==> src/rtl/ram_3d_pkg.sv <==
// ram_3d_pkg
// Shared definitions for the ram_3d stream sequencer:
//   state_t     - sequencer FSM states
//   FIFO_DEPTH  - depth of the drain-side output FIFO
//   len_w()     - width of length/word counters for a given bank geometry
package ram_3d_pkg;

  typedef enum logic [1:0] {
    ST_IDLE,
    ST_FILL,
    ST_HOLD,
    ST_DRAIN
  } state_t;

  localparam int FIFO_DEPTH = 3;

  // Wide enough to hold the full capacity RAM_NUM*2**ADDRESS (inclusive).
  function automatic int len_w(input int ram_num, input int address);
    return $clog2(ram_num * (2 ** address)) + 1;
  endfunction

endpackage

==> src/rtl/ram_3d_skid_fifo.sv <==
// ram_3d_skid_fifo
// Small FIFO_DEPTH-entry synchronous FIFO buffering port-B read data.
// Ports:
//   clk, rst      clock, synchronous active-low reset (empties the FIFO)
//   i_push/i_data write one word (caller guarantees space)
//   i_pop         remove head word (ignored when empty)
//   o_data        head word, o_valid = not empty, o_occ = occupancy
module ram_3d_skid_fifo
  import ram_3d_pkg::*;
#(
  parameter int WIDTH = 16
) (
  input  logic             clk,
  input  logic             rst,
  input  logic             i_push,
  input  logic [WIDTH-1:0] i_data,
  input  logic             i_pop,
  output logic [WIDTH-1:0] o_data,
  output logic             o_valid,
  output logic [1:0]       o_occ
);

  logic [WIDTH-1:0] r_mem [0:FIFO_DEPTH-1];
  logic [1:0]       r_wr_ptr;
  logic [1:0]       r_rd_ptr;
  logic [1:0]       r_occ;
  logic             w_push;
  logic             w_pop;

  function automatic logic [1:0] ptr_inc(input logic [1:0] p);
    return (p == 2'(FIFO_DEPTH - 1)) ? '0 : p + 2'd1;
  endfunction

  assign w_pop  = i_pop && (r_occ != '0);
  assign w_push = i_push && ((r_occ != 2'(FIFO_DEPTH)) || w_pop);

  always_ff @(posedge clk) begin
    if (!rst) begin
      for (int unsigned i = 0; i < FIFO_DEPTH; i++) begin
        r_mem[i] <= '0;
      end
      r_wr_ptr <= '0;
      r_rd_ptr <= '0;
      r_occ    <= '0;
    end else begin
      if (w_push) begin
        r_mem[r_wr_ptr] <= i_data;
        r_wr_ptr        <= ptr_inc(r_wr_ptr);
      end
      if (w_pop) begin
        r_rd_ptr <= ptr_inc(r_rd_ptr);
      end
      case ({w_push, w_pop})
        2'b10:   r_occ <= r_occ + 2'd1;
        2'b01:   r_occ <= r_occ - 2'd1;
        default: r_occ <= r_occ;
      endcase
    end
  end

  assign o_data  = r_mem[r_rd_ptr];
  assign o_valid = (r_occ != '0);
  assign o_occ   = r_occ;

endmodule

==> src/rtl/ram_3d_stream_ctrl.sv <==
// ram_3d_stream_ctrl
// Writes a valid/ready word stream round-robin across RAM_NUM banks of a
// ram_3d instance (port A), then on command reads the words back in order
// (port B) and emits them as a backpressured stream.
// Ports:
//   clk, rst                 clock, synchronous active-low reset
//   fill_start, len          start a fill of len words (IDLE only)
//   drain_start              start draining the stored words (HOLD only)
//   fill_done, drain_done    one-cycle completion pulses
//   busy                     not IDLE
//   s_valid/s_ready/s_data   input stream
//   m_valid/m_ready/m_data   output stream
//   ram_*                    all enables/addresses/data of the ram_3d banks
module ram_3d_stream_ctrl
  import ram_3d_pkg::*;
#(
  parameter  int RAM_NUM = 3,
  parameter  int WIDTH   = 16,
  parameter  int ADDRESS = 12,
  localparam int LEN_W   = len_w(RAM_NUM, ADDRESS)
) (
  input  logic               clk,
  input  logic               rst,
  input  logic               fill_start,
  input  logic               drain_start,
  input  logic [LEN_W-1:0]   len,
  output logic               fill_done,
  output logic               drain_done,
  output logic               busy,
  input  logic               s_valid,
  output logic               s_ready,
  input  logic [WIDTH-1:0]   s_data,
  output logic               m_valid,
  input  logic               m_ready,
  output logic [WIDTH-1:0]   m_data,
  output logic [RAM_NUM-1:0] ram_ena,
  output logic [RAM_NUM-1:0] ram_wea,
  output logic [RAM_NUM-1:0] ram_enb,
  output logic [RAM_NUM-1:0] ram_web,
  output logic [ADDRESS-1:0] ram_addra [0:RAM_NUM-1],
  output logic [ADDRESS-1:0] ram_addrb [0:RAM_NUM-1],
  output logic [WIDTH-1:0]   ram_dina  [0:RAM_NUM-1],
  output logic [WIDTH-1:0]   ram_dinb  [0:RAM_NUM-1],
  input  logic [WIDTH-1:0]   ram_doutb [0:RAM_NUM-1]
);

  localparam int BANK_W = (RAM_NUM > 1) ? $clog2(RAM_NUM) : 1;
  localparam logic [BANK_W-1:0] LAST_BANK = BANK_W'(RAM_NUM - 1);

  state_t              r_state;
  state_t              w_next;

  logic [LEN_W-1:0]    r_len;
  logic [BANK_W-1:0]   r_wr_bank;
  logic [ADDRESS-1:0]  r_wr_addr;
  logic [LEN_W-1:0]    r_wr_cnt;
  logic [BANK_W-1:0]   r_rd_bank;
  logic [ADDRESS-1:0]  r_rd_addr;
  logic [LEN_W-1:0]    r_rd_cnt;
  logic [LEN_W-1:0]    r_pop_cnt;
  logic                r_rd_v;
  logic [BANK_W-1:0]   r_rd_bank_d1;
  logic                r_zero_fill_done;

  logic                w_wr_fire;
  logic                w_wr_last;
  logic                w_rd_issue;
  logic                w_pop;
  logic                w_drain_last;
  logic [1:0]          w_occ;
  logic [2:0]          w_credit;
  logic                w_fifo_valid;
  logic [WIDTH-1:0]    w_fifo_data;

  // Datapath decodes
  assign w_wr_fire = (r_state == ST_FILL) && s_valid;
  assign w_wr_last = w_wr_fire && (r_wr_cnt == r_len - LEN_W'(1));

  // Buffered words plus the read in flight must leave room for a new read,
  // otherwise its data could arrive at a full FIFO.
  assign w_credit   = {1'b0, w_occ} + {2'b00, r_rd_v};
  assign w_rd_issue = (r_state == ST_DRAIN) && (r_rd_cnt != r_len)
                      && (w_credit < 3'(FIFO_DEPTH));

  assign w_pop        = w_fifo_valid && m_ready;
  assign w_drain_last = (r_state == ST_DRAIN)
                        && ((r_len == '0) || (w_pop && (r_pop_cnt == r_len - LEN_W'(1))));

  ram_3d_skid_fifo #(
    .WIDTH(WIDTH)
  ) u_fifo (
    .clk    (clk),
    .rst    (rst),
    .i_push (r_rd_v),
    .i_data (ram_doutb[r_rd_bank_d1]),
    .i_pop  (w_pop),
    .o_data (w_fifo_data),
    .o_valid(w_fifo_valid),
    .o_occ  (w_occ)
  );

  // State register
  always_ff @(posedge clk) begin
    if (!rst) begin
      r_state <= ST_IDLE;
    end else begin
      r_state <= w_next;
    end
  end

  // Next-state logic
  always_comb begin
    w_next = r_state;
    case (r_state)
      ST_IDLE:  if (fill_start) w_next = (len == '0) ? ST_HOLD : ST_FILL;
      ST_FILL:  if (w_wr_last) w_next = ST_HOLD;
      ST_HOLD:  if (drain_start) w_next = ST_DRAIN;
      ST_DRAIN: if (w_drain_last) w_next = ST_IDLE;
      default:  w_next = ST_IDLE;
    endcase
  end

  // Counters: bank counter wraps at RAM_NUM-1 and carries into the address.
  always_ff @(posedge clk) begin
    if (!rst) begin
      r_len            <= '0;
      r_wr_bank        <= '0;
      r_wr_addr        <= '0;
      r_wr_cnt         <= '0;
      r_rd_bank        <= '0;
      r_rd_addr        <= '0;
      r_rd_cnt         <= '0;
      r_pop_cnt        <= '0;
      r_rd_v           <= 1'b0;
      r_rd_bank_d1     <= '0;
      r_zero_fill_done <= 1'b0;
    end else begin
      r_rd_v           <= w_rd_issue;
      r_rd_bank_d1     <= r_rd_bank;
      r_zero_fill_done <= (r_state == ST_IDLE) && fill_start && (len == '0);
      case (r_state)
        ST_IDLE: begin
          if (fill_start) begin
            r_len     <= len;
            r_wr_bank <= '0;
            r_wr_addr <= '0;
            r_wr_cnt  <= '0;
          end
        end
        ST_FILL: begin
          if (w_wr_fire) begin
            r_wr_cnt <= r_wr_cnt + LEN_W'(1);
            if (r_wr_bank == LAST_BANK) begin
              r_wr_bank <= '0;
              r_wr_addr <= r_wr_addr + ADDRESS'(1);
            end else begin
              r_wr_bank <= r_wr_bank + BANK_W'(1);
            end
          end
        end
        ST_HOLD: begin
          if (drain_start) begin
            r_rd_bank <= '0;
            r_rd_addr <= '0;
            r_rd_cnt  <= '0;
            r_pop_cnt <= '0;
          end
        end
        ST_DRAIN: begin
          if (w_rd_issue) begin
            r_rd_cnt <= r_rd_cnt + LEN_W'(1);
            if (r_rd_bank == LAST_BANK) begin
              r_rd_bank <= '0;
              r_rd_addr <= r_rd_addr + ADDRESS'(1);
            end else begin
              r_rd_bank <= r_rd_bank + BANK_W'(1);
            end
          end
          if (w_pop) begin
            r_pop_cnt <= r_pop_cnt + LEN_W'(1);
          end
        end
        default: ;
      endcase
    end
  end

  // Outputs
  always_comb begin
    busy       = (r_state != ST_IDLE);
    s_ready    = (r_state == ST_FILL);
    fill_done  = w_wr_last || r_zero_fill_done;
    drain_done = w_drain_last;
    m_valid    = w_fifo_valid;
    m_data     = w_fifo_data;
    ram_ena    = '0;
    ram_wea    = '0;
    ram_enb    = '0;
    ram_web    = '0;
    for (int unsigned b = 0; b < RAM_NUM; b++) begin
      ram_addra[b] = '0;
      ram_addrb[b] = '0;
      ram_dina[b]  = '0;
      ram_dinb[b]  = '0;
      if (w_wr_fire && (r_wr_bank == BANK_W'(b))) begin
        ram_ena[b]   = 1'b1;
        ram_wea[b]   = 1'b1;
        ram_addra[b] = r_wr_addr;
        ram_dina[b]  = s_data;
      end
      if (w_rd_issue && (r_rd_bank == BANK_W'(b))) begin
        ram_enb[b]   = 1'b1;
        ram_addrb[b] = r_rd_addr;
      end
    end
  end

endmodule

==> config.mk <==
export PLATFORM = sky130hd
export DESIGN_NAME = ram_3d_stream_ctrl
export DESIGN_NICKNAME = d
export VERILOG_FILES = /design/src/rtl/ram_3d_pkg.sv /design/src/rtl/ram_3d_skid_fifo.sv /design/src/rtl/ram_3d_stream_ctrl.sv
export SDC_FILE = /design/constraint.sdc
export NUM_CORES = 1
export LEC_CHECK = 0
export CAP_MARGIN = 20
export CELL_PAD_IN_SITES_DETAIL_PLACEMENT = 2
export CELL_PAD_IN_SITES_GLOBAL_PLACEMENT = 2
export CORE_ASPECT_RATIO = 1.25
export CORE_MARGIN = 2
export CORE_UTILIZATION = 28
export DETAILED_ROUTE_END_ITERATION = 10
export GPL_TIMING_DRIVEN = 0
export PLACE_DENSITY = 0.83
export SYNTH_ARGS = -nofsm -noshare
export SYNTH_HDL_FRONTEND = slang
export SYNTH_SLANG_ARGS = --single-unit
==> constraint.sdc <==
create_clock -name clk -period 3.8 [get_ports clk]
set_input_delay 0.38 -clock clk [delete_from_list [all_inputs] [get_ports clk]]
set_output_delay 0.38 -clock clk [all_outputs]
set_load 0.01 [all_outputs]
==> results of run 1 <==
final timing paths:
path	slack, ns	endpoint	cells past startpoint	startpoint
hold reg to reg	0.52	u_fifo.r_rd_ptr[1]	2	u_fifo.r_rd_ptr[1]
setup / recovery	0.03	drain_done	11	r_len[0]
setup reg to reg	0.32	r_state[0]	12	r_len[0]
hold / removal	0.51	r_len[12]	3	len[12]
registers in the layout (all words and copies together), names as in the netlist, 12 cells and up, named ones only:
register,flops
r_wr_cnt,15
r_wr_addr,12
r_pop_cnt,15
r_len,15
r_rd_addr,12
r_rd_cnt,15
u_fifo.r_mem,64
cells in the mapped netlist (6+ instances only):
| cell type | n | area, µm² |
|---|---|---|
| xnor2_1 | 55 | 482 |
| or4_1 | 7 | 52.6 |
| buf_4 | 54 | 405 |
| or3_1 | 13 | 81.3 |
| nor4_1 | 10 | 62.6 |
| nor2_1 | 162 | 608 |
| a21oi_1 | 54 | 270 |
| o2111ai_1 | 6 | 52.6 |
| nand4_1 | 20 | 125 |
| edfxtp_1 | 64 | 1920 |
| nand3_1 | 30 | 150 |
| xor2_1 | 43 | 377 |
| nor3_1 | 17 | 85.1 |
| nand2b_1 | 13 | 81.3 |
| nand2_1 | 79 | 297 |
| nor2b_1 | 13 | 81.3 |
| o21ai_0 | 14 | 70.1 |
| ha_1 | 14 | 175 |
| clkbuf_1 | 53 | 199 |
| o211ai_1 | 6 | 45.0 |
| and2_1 | 124 | 776 |
| and3_1 | 12 | 75.1 |
| mux2i_1 | 21 | 210 |
| dfxtp_1 | 102 | 2040 |
| mux4_2 | 16 | 360 |
| inv_1 | 35 | 131 |
layer usage:
metal / wire [µm] / track usage (%) / part of all wire (%) / vias to the layer above
met1: 13900 / 21.4 / 38 / 4493
met5: 16 / 0 / 0.044 / -
met2: 19700 / 37.8 / 55 / 229
li1: - / - / - / 4239
met4: 587 / 4.91 / 1.6 / 2
met3: 1900 / 4.56 / 5.3 / 40
where the power goes:
part	switching (mW)	leakage, nW	internal (mW)
Sequential	0.109	1.47	1.93
Combinational	1.14	3.40	0.777
Clock	0.822	0.276	0.922
Total	2.07	5.14	3.63
kinds of logic (layout without fill, tap and decap cells):
| logic type | after synthesis | after routing |
|---|---|---|
| mux | 39 | 39 |
| simple gates | 524 | 525 |
| flops | 166 | 166 |
| buf+inv | 150 | 415 |
| xor+xnor | 100 | 100 |
| other cells | 1 | 52 |
| fa+ha+maj | 14 | 14 |
| compound gates | 107 | 107 |
metrics by stage:
stage	TNS (ns)	cells	worst slack (ns)	area, µm²	total power [mW]
after global routing	-0.0798	1885	-0.0710	13700	6.01
final	0	1886	0.0326	13700	5.70
after detailed placement	-0.629	1855	-0.377	12900	3.84
after global placement	-0.658	1853	-0.287	12900	3.77
after floorplan	0	1151	0.777	9940	3.16
after CTS	-0.122	1881	-0.122	13500	5.66
area by class of cell:
cell class | count | area (µm²)
fillers | 3844 | 20700
inverters | 36 | 135
clock inverters | 14 | 148
flip-flops and latches | 166 | 3970
clock buffers | 17 | 425
well taps | 468 | 586
repair buffers | 242 | 2400
multi-input cells | 836 | 5380
diodes | 1 | 2.50
plain buffers | 106 | 631
what timing repair did:
action / in CTS / in global routing
setup buffers: 1 / 5
resized for setup: 27 / 26
setup endpoints to repair: 48 / 31
gates cloned: 0 / 1
pin swaps: 2 / 8
critical path: stages (launching register included):
cell       delay, ns
dfxtp_1         0.31
buf_6           0.14
or4_4           0.53
buf_6           0.15
o31a_1          0.25
or4_1           0.50
o31a_2          0.15
a2111oi_4       0.34
buf_4           0.19
nor2_1          0.07
nor2_2          0.16
buf_2           0.16
cells in the final DEF, fill, tap and decap left out, types with 13 or more instances in the layout:
master           instances
edfxtp_1                64
buf_4                   60
clkbuf_16               17
a21oi_1                 54
xnor2_1                 55
conb_1                  51
inv_1                   35
nand2b_1                13
nand4_1                 20
nand3_1                 30
mux4_2                  16
nor3_1                  15
dfxtp_1                 98
mux2i_1                 21
nor2_1                 160
and2_1                 124
nor2b_1                 13
xor2_1                  43
clkbuf_1                39
nand2_1                 79
o21ai_0                 13
clkdlybuf4s50_1        232
ha_1                    13
==> out/qor.yml, run 1 <==
postCtsHoldBufs: 0
fin_hold_ws_ns: 0.509
grt_pass1_wl_um: 55300
synth.distinct_cells: 57
cts.sinks: 166
syn_area_um2: 9760
synthSimpleGateAreaFrac_pct: 27.4
worst_slew_pin_slew_ns: 0.887
synthArstFlopShare_pct: 0
wire_per_inst_um: 19.1
fin_crit_ns: 3.77
synth_fa_ha_area_share_pct: 1.80
critPathLaunchType: "register"
clkSlewWorstSetupHoldPaths_ns: 0.07
outcome: "finished clean"
cts_buffers: 17
die_x_um: 171
synth_flop_cell: "dfxtp_1"
yosysSeqAreaShare_pct: 40.6
gp_congestion: 0.763
grt_util_all_layers_pct: 19.6
synth_top_family_by_area: "simple AND/OR/NAND/NOR gates"
drc: 0
drt_iter0_markers: 427
drv_slew: 0
cp.required_ns: 3.42
synth_seq_cells: 166
insertion_delay_ns: 0.45
grt_max_degree: 17
grt_pass1_vias: 9868
fp.dieH_um: 213
skew_ns: 0.0149
grt_overflow: 0
vias_per_cell: 4.77
maxCapViolations: 0
num_rows: 76
synth-compound-area-share_pct: 6.87
syn2layout_area_growth_pct: 40.2
vdd_drop_max_uv: 238
synth_edf_count: 64
finalHoldViolCount: 0
critPathMaxFanout: 8
syn-instance-count: 1101
pin_count: 286
drive_above_1_share_pct: 10.9
final_antenna_net_count: 0
rsz0062_at_grt: "true"
avgSynthCellArea_um2: 8.86
synth_warnings: 0
crit_type: "register to output pin"
arrival_ns: 3.39
dieArea_um2: 36400
hpwl_um: 27300
synthXorXnorAreaFrac_pct: 9.26
antenna_found_initial: 1
max_freq_mhz: 265
final.period_utilization_pct: 99.1
fin_util_pct: 39.7
vias: 9003
synth.area.mux_share_pct: 6.08
cts-root-buf: "clkbuf_16"
drt_pass1_iterations: 4
wl_um: 36000
start_util_pct: 28.3
p_leak_nw: 5.14
end_kind: "output pin"
htreeDepth: 4
powerDensity_nw_per_um2: 417
cts.path.max_buffers: 2
cts_tree: "yes"
fin_nets: 1504
min_path_type: "input port to register"
setup_viol: 0
timing.slew.headroom_pct: 40.9
core_area_um2: 34400
port_buffers: 234
(Power assumes the default switching activity.)
==> inputs of run 2 (changes only) <==
Settings changed: ABC_AREA set to 1, CORE_UTILIZATION 28 to 26.
==> run 2 against run 1 <==
Net effect:
- utilization down 3.6 points
- non-clock buffer count down 13
- largest cell class unchanged
- flip-flop and latch count unchanged
- total power up 7.1%
- critical path type unchanged
==> out/qor.yml, run 2 <==
outcome: "finished clean"  # unchanged
avgSynthCellArea_um2: 7.05  # was 8.86 µm²
intPower_mw: 3.67  # was 3.63 mW
p_leak_nw: 5.30  # was 5.14 nW
pwr-share-clk_pct: 28.4  # was 30.6%
cts-root-buf: "clkbuf_16"  # unchanged
grt_overflow: 0  # unchanged
fin_nets: 1825  # was 1504
cp.required_ns: 3.42  # about the same
cts_buffers: 17  # unchanged
critPathMaxFanout: 7  # was 8
wl_um: 41200  # was 36000 µm
insertion_delay_ns: 0.45  # about the same
drc: 0  # unchanged
design_area_um2: 13800  # was 13700 µm²
min_path_type: "register to register"  # was input port to register
skew_ns: 0.0148  # was 0.0149 ns
critPathLaunchType: "register"  # unchanged
r2r_end: "r_pop_cnt[5]"  # was r_state[0]
rr_startpoint: "r_state[0]"  # was r_len[0]
cp_cell_sequence: "inv_2, ha_2, nand2_2, nor2_4, nand2_1, nand3_1, nand2_1, nor2_1, nand2_1, nor2_1, nand3_1, a21oi_1, clkdlybuf4s50_1"  # was buf_6, or4_4, buf_6, o31a_1, or4_1, o31a_2, a2111oi_4, buf_4, nor2_1, nor2_2, buf_2
rsz0062_at_grt: "false"  # was true
syn_area_um2: 10000  # was 9760 µm²
switching_power_mw: 2.43  # was 2.07 mW
synth_most_common_cell: "nor2_1"  # unchanged
pin_count: 286  # unchanged
hold_path_depth: 2  # was 3
cts_tree: "yes"  # unchanged
slowest_delay_ns: 0.57  # was 0.53 ns
num_rows: 80  # was 76
yosysSeqAreaShare_pct: 39.6  # was 40.6%
synth_edf_count: 64  # unchanged
seqPwrFrac_pct: 35.1  # was 35.7%
final_common_cell: "nor2_1"  # was clkdlybuf4s50_1
crit_type: "register to output pin"  # unchanged
drv_slew: 0  # unchanged
antenna_found_initial: 0  # was 1
core_area_um2: 38100  # was 34400 µm²
timing.slew.headroom_pct: 42.9  # was 40.9%
finalHoldViolCount: 0  # unchanged
fillers: 4508  # was 3844
start_util_pct: 26.3  # was 28.3%
postCtsSetupRepairBufs: 0  # was 1
end_kind: "output pin"  # unchanged
grt_util_all_layers_pct: 20.2  # was 19.6%
grt_pass1_vias: 11500  # was 9868
setup_viol: 0  # unchanged
fin_crit_ns: 3.55  # was 3.77 ns
synth_top_cells_by_area: "dfxtp_1 20%, edfxtp_1 19%, nor2_1 11%, nand2_1 8.6%, inv_1 6.1%"  # was dfxtp_1 21%, edfxtp_1 20%, and2_1 8.0%, nor2_1 6.2%, xnor2_1 4.9%
slowest_stage: "clkdlybuf4s50_1"  # was or4_4
max_freq_mhz: 282  # was 265 MHz
drive_above_1_share_pct: 9.49  # was 10.9%
largest_register_ffs: 64  # unchanged
cts.sinks: 166  # unchanged
powerDensity_nw_per_um2: 442  # was 417 nW/µm²
min_from: "r_rd_addr[8]"  # was len[12]
drt_pass1_iterations: 4  # unchanged
grt_max_degree: 17  # unchanged
setup_tns_ns: 0  # unchanged
synth_seq_cells: 166  # unchanged
grt_pass1_wl_um: 64000  # was 55300 µm
synth_warnings: 0  # unchanged
syn-instance-count: 1421  # was 1101
port_buffers: 234  # unchanged
syn2layout_area_growth_pct: 37.7  # was 40.2%
synth_largest_area_cell: "dfxtp_1"  # unchanged
maxCapViolations: 0  # unchanged
vias: 10600  # was 9003
regArea_um2: 3960  # was 3970 µm²
final.period_utilization_pct: 93.4  # was 99.1%
vias_per_cell: 4.77  # about the same
die_x_um: 180  # was 171 µm
rrSetupSlack_ns: 0.79  # was 0.32 ns
wire_per_inst_um: 18.5  # was 19.1 µm
synth_flop_cell: "dfxtp_1"  # unchanged
pre_cts_ws_ns: 0.0462  # was -0.377 ns
drt_iter0_markers: 406  # was 427
vdd_drop_max_uv: 282  # was 238 µV
arrival_ns: 3.17  # was 3.39 ns
cts-resized-gates: 3  # was 27
cts.path.max_buffers: 2  # unchanged
cp_common_cell: "nand2_1"  # was buf_6
comb_power_share_pct: 36.6  # was 33.7%
top_register: "u_fifo.r_mem"  # unchanged
netlist.area_leader.share_pct: 20.4  # was 20.9%
fp.dieH_um: 224  # was 213 µm
reg2reg_depth: 8  # was 12
worst_slew_pin_slew_ns: 0.854  # was 0.887 ns
postCtsHoldBufs: 0  # unchanged
dieArea_um2: 40100  # was 36400 µm²
layout_common_cells: "295 x nor2_1, 234 x clkdlybuf4s50_1, 229 x nand2_1, 163 x inv_1, 102 x dfxtp_1"  # was 232 x clkdlybuf4s50_1, 160 x nor2_1, 124 x and2_1, 98 x dfxtp_1, 79 x nand2_1
post_dp_cell_area_um2: 13200  # was 12900 µm²
ys_top_cells_by_count: "295 x nor2_1, 229 x nand2_1, 163 x inv_1"  # was 162 x nor2_1, 124 x and2_1, 102 x dfxtp_1
diodes: 0  # was 1
synth.distinct_cells: 47  # was 57
gp_congestion: 0.831  # was 0.763
netSwitchingFraction_pct: 39.9  # was 36.4%
min_to: "r_rd_addr[8]"  # was r_len[12]
multi_input_area_um2: 5050  # was 5380 µm²
final_antenna_net_count: 0  # unchanged
layout_setup_ws_ns: 0.252  # was 0.0326 ns
clkSlewWorstSetupHoldPaths_ns: 0.07  # about the same
hpwl_um: 33200  # was 27300 µm
synthArstFlopShare_pct: 0  # unchanged
htreeDepth: 4  # unchanged
-- run 2: changes by cell type after synthesis, sizes merged, moves of 22 or more --
cell | previous run | this run
clkbuf | 53 | 31
xnor2 | 55 | 9
and2 | 124 | 0
nand2 | 79 | 233
inv | 36 | 172
nor2 | 162 | 304
o21ai | 17 | 83
or2 | 5 | 32
a21oi | 54 | 76
nand3 | 30 | 90
-- run 2: worst max-delay path by stage --
stage	start	endpoint	slack (ns)	cells after the start
3_3_place_gp	rst	u_fifo.r_mem[3][3]	-0.85	3
3_5_place_dp	r_state[1]	ram_addra[12]	0.05	8
4_1_cts	r_state[1]	ram_addra[12]	0.06	8
6_report	r_len[0]	drain_done	0.25	13
5_1_grt	r_len[0]	drain_done	0.01	14
2_1_floorplan	m_ready	u_fifo.r_mem[3][0]	1.24	4
-- run 2: per-layer routing --
layer,global-route usage (%),share of wire (%)
met5,0,0
met2,39.9,55
met1,22.6,41
met3,2.42,2.6
met4,5.27,1.7
-- run 2: cell families after synthesis --
group	count (synthesis)	share of synthesized area [%]
simple gates	723	31.3
compound gates	212	12.2
fa+ha+maj	14	1.75
flops	166	39.6
other cells	1	0.0374
xor+xnor	32	2.80
buf+inv	273	12.3
-- run 2: critical path: cells and delay by family, from the launching register on --
kind / cells / cell delay, ns
DFF: 1 / 0.37
AOI/OAI and AO/OA: 1 / 0.18
adders and majority gates: 1 / 0.31
buffers and inverters: 2 / 0.75
and+or+nand+nor: 9 / 1.11
-- run 2: power groups by stage --
stage / sequential [mW] / combinational [mW] / clock, mW
2_1_floorplan: 2.12 / 1.40 / 0
3_3_place_gp: 2.17 / 2.11 / 0
3_5_place_dp: 2.18 / 2.20 / 0
4_1_cts: 2.14 / 2.24 / 1.78
5_1_grt: 2.16 / 2.50 / 1.84
6_report: 2.14 / 2.23 / 1.73
-- run 2: stage by stage --
stage	hold WS (ns)	cells	utilization, %	total power [mW]
after CTS	0.495	2232	36.1	6.16
after detailed placement	0.482	2200	34.6	4.38
after floorplan	0.432	1471	-	3.51
final	0.493	2231	36.2	6.11
after global routing	0.526	2231	36.2	6.50
after global placement	0.455	2197	34.5	4.28
-- run 2: cell type report --
class,count,share of cell area [%]
multi-input cells,1032,36.6
flip-flops and latches,166,28.7
repair buffers,237,17.1
inverters,174,4.73
well taps,492,4.46
plain buffers,98,4.20
clock buffers,18,3.11
clock inverters,14,1.04
==> inputs of run 3 (changes only) <==
Settings changed: ABC_CLOCK_PERIOD_IN_PS set to 3800.
==> results of run 3 <==
Same layout as run 2: the final DEF is identical, and so are final timing and power.
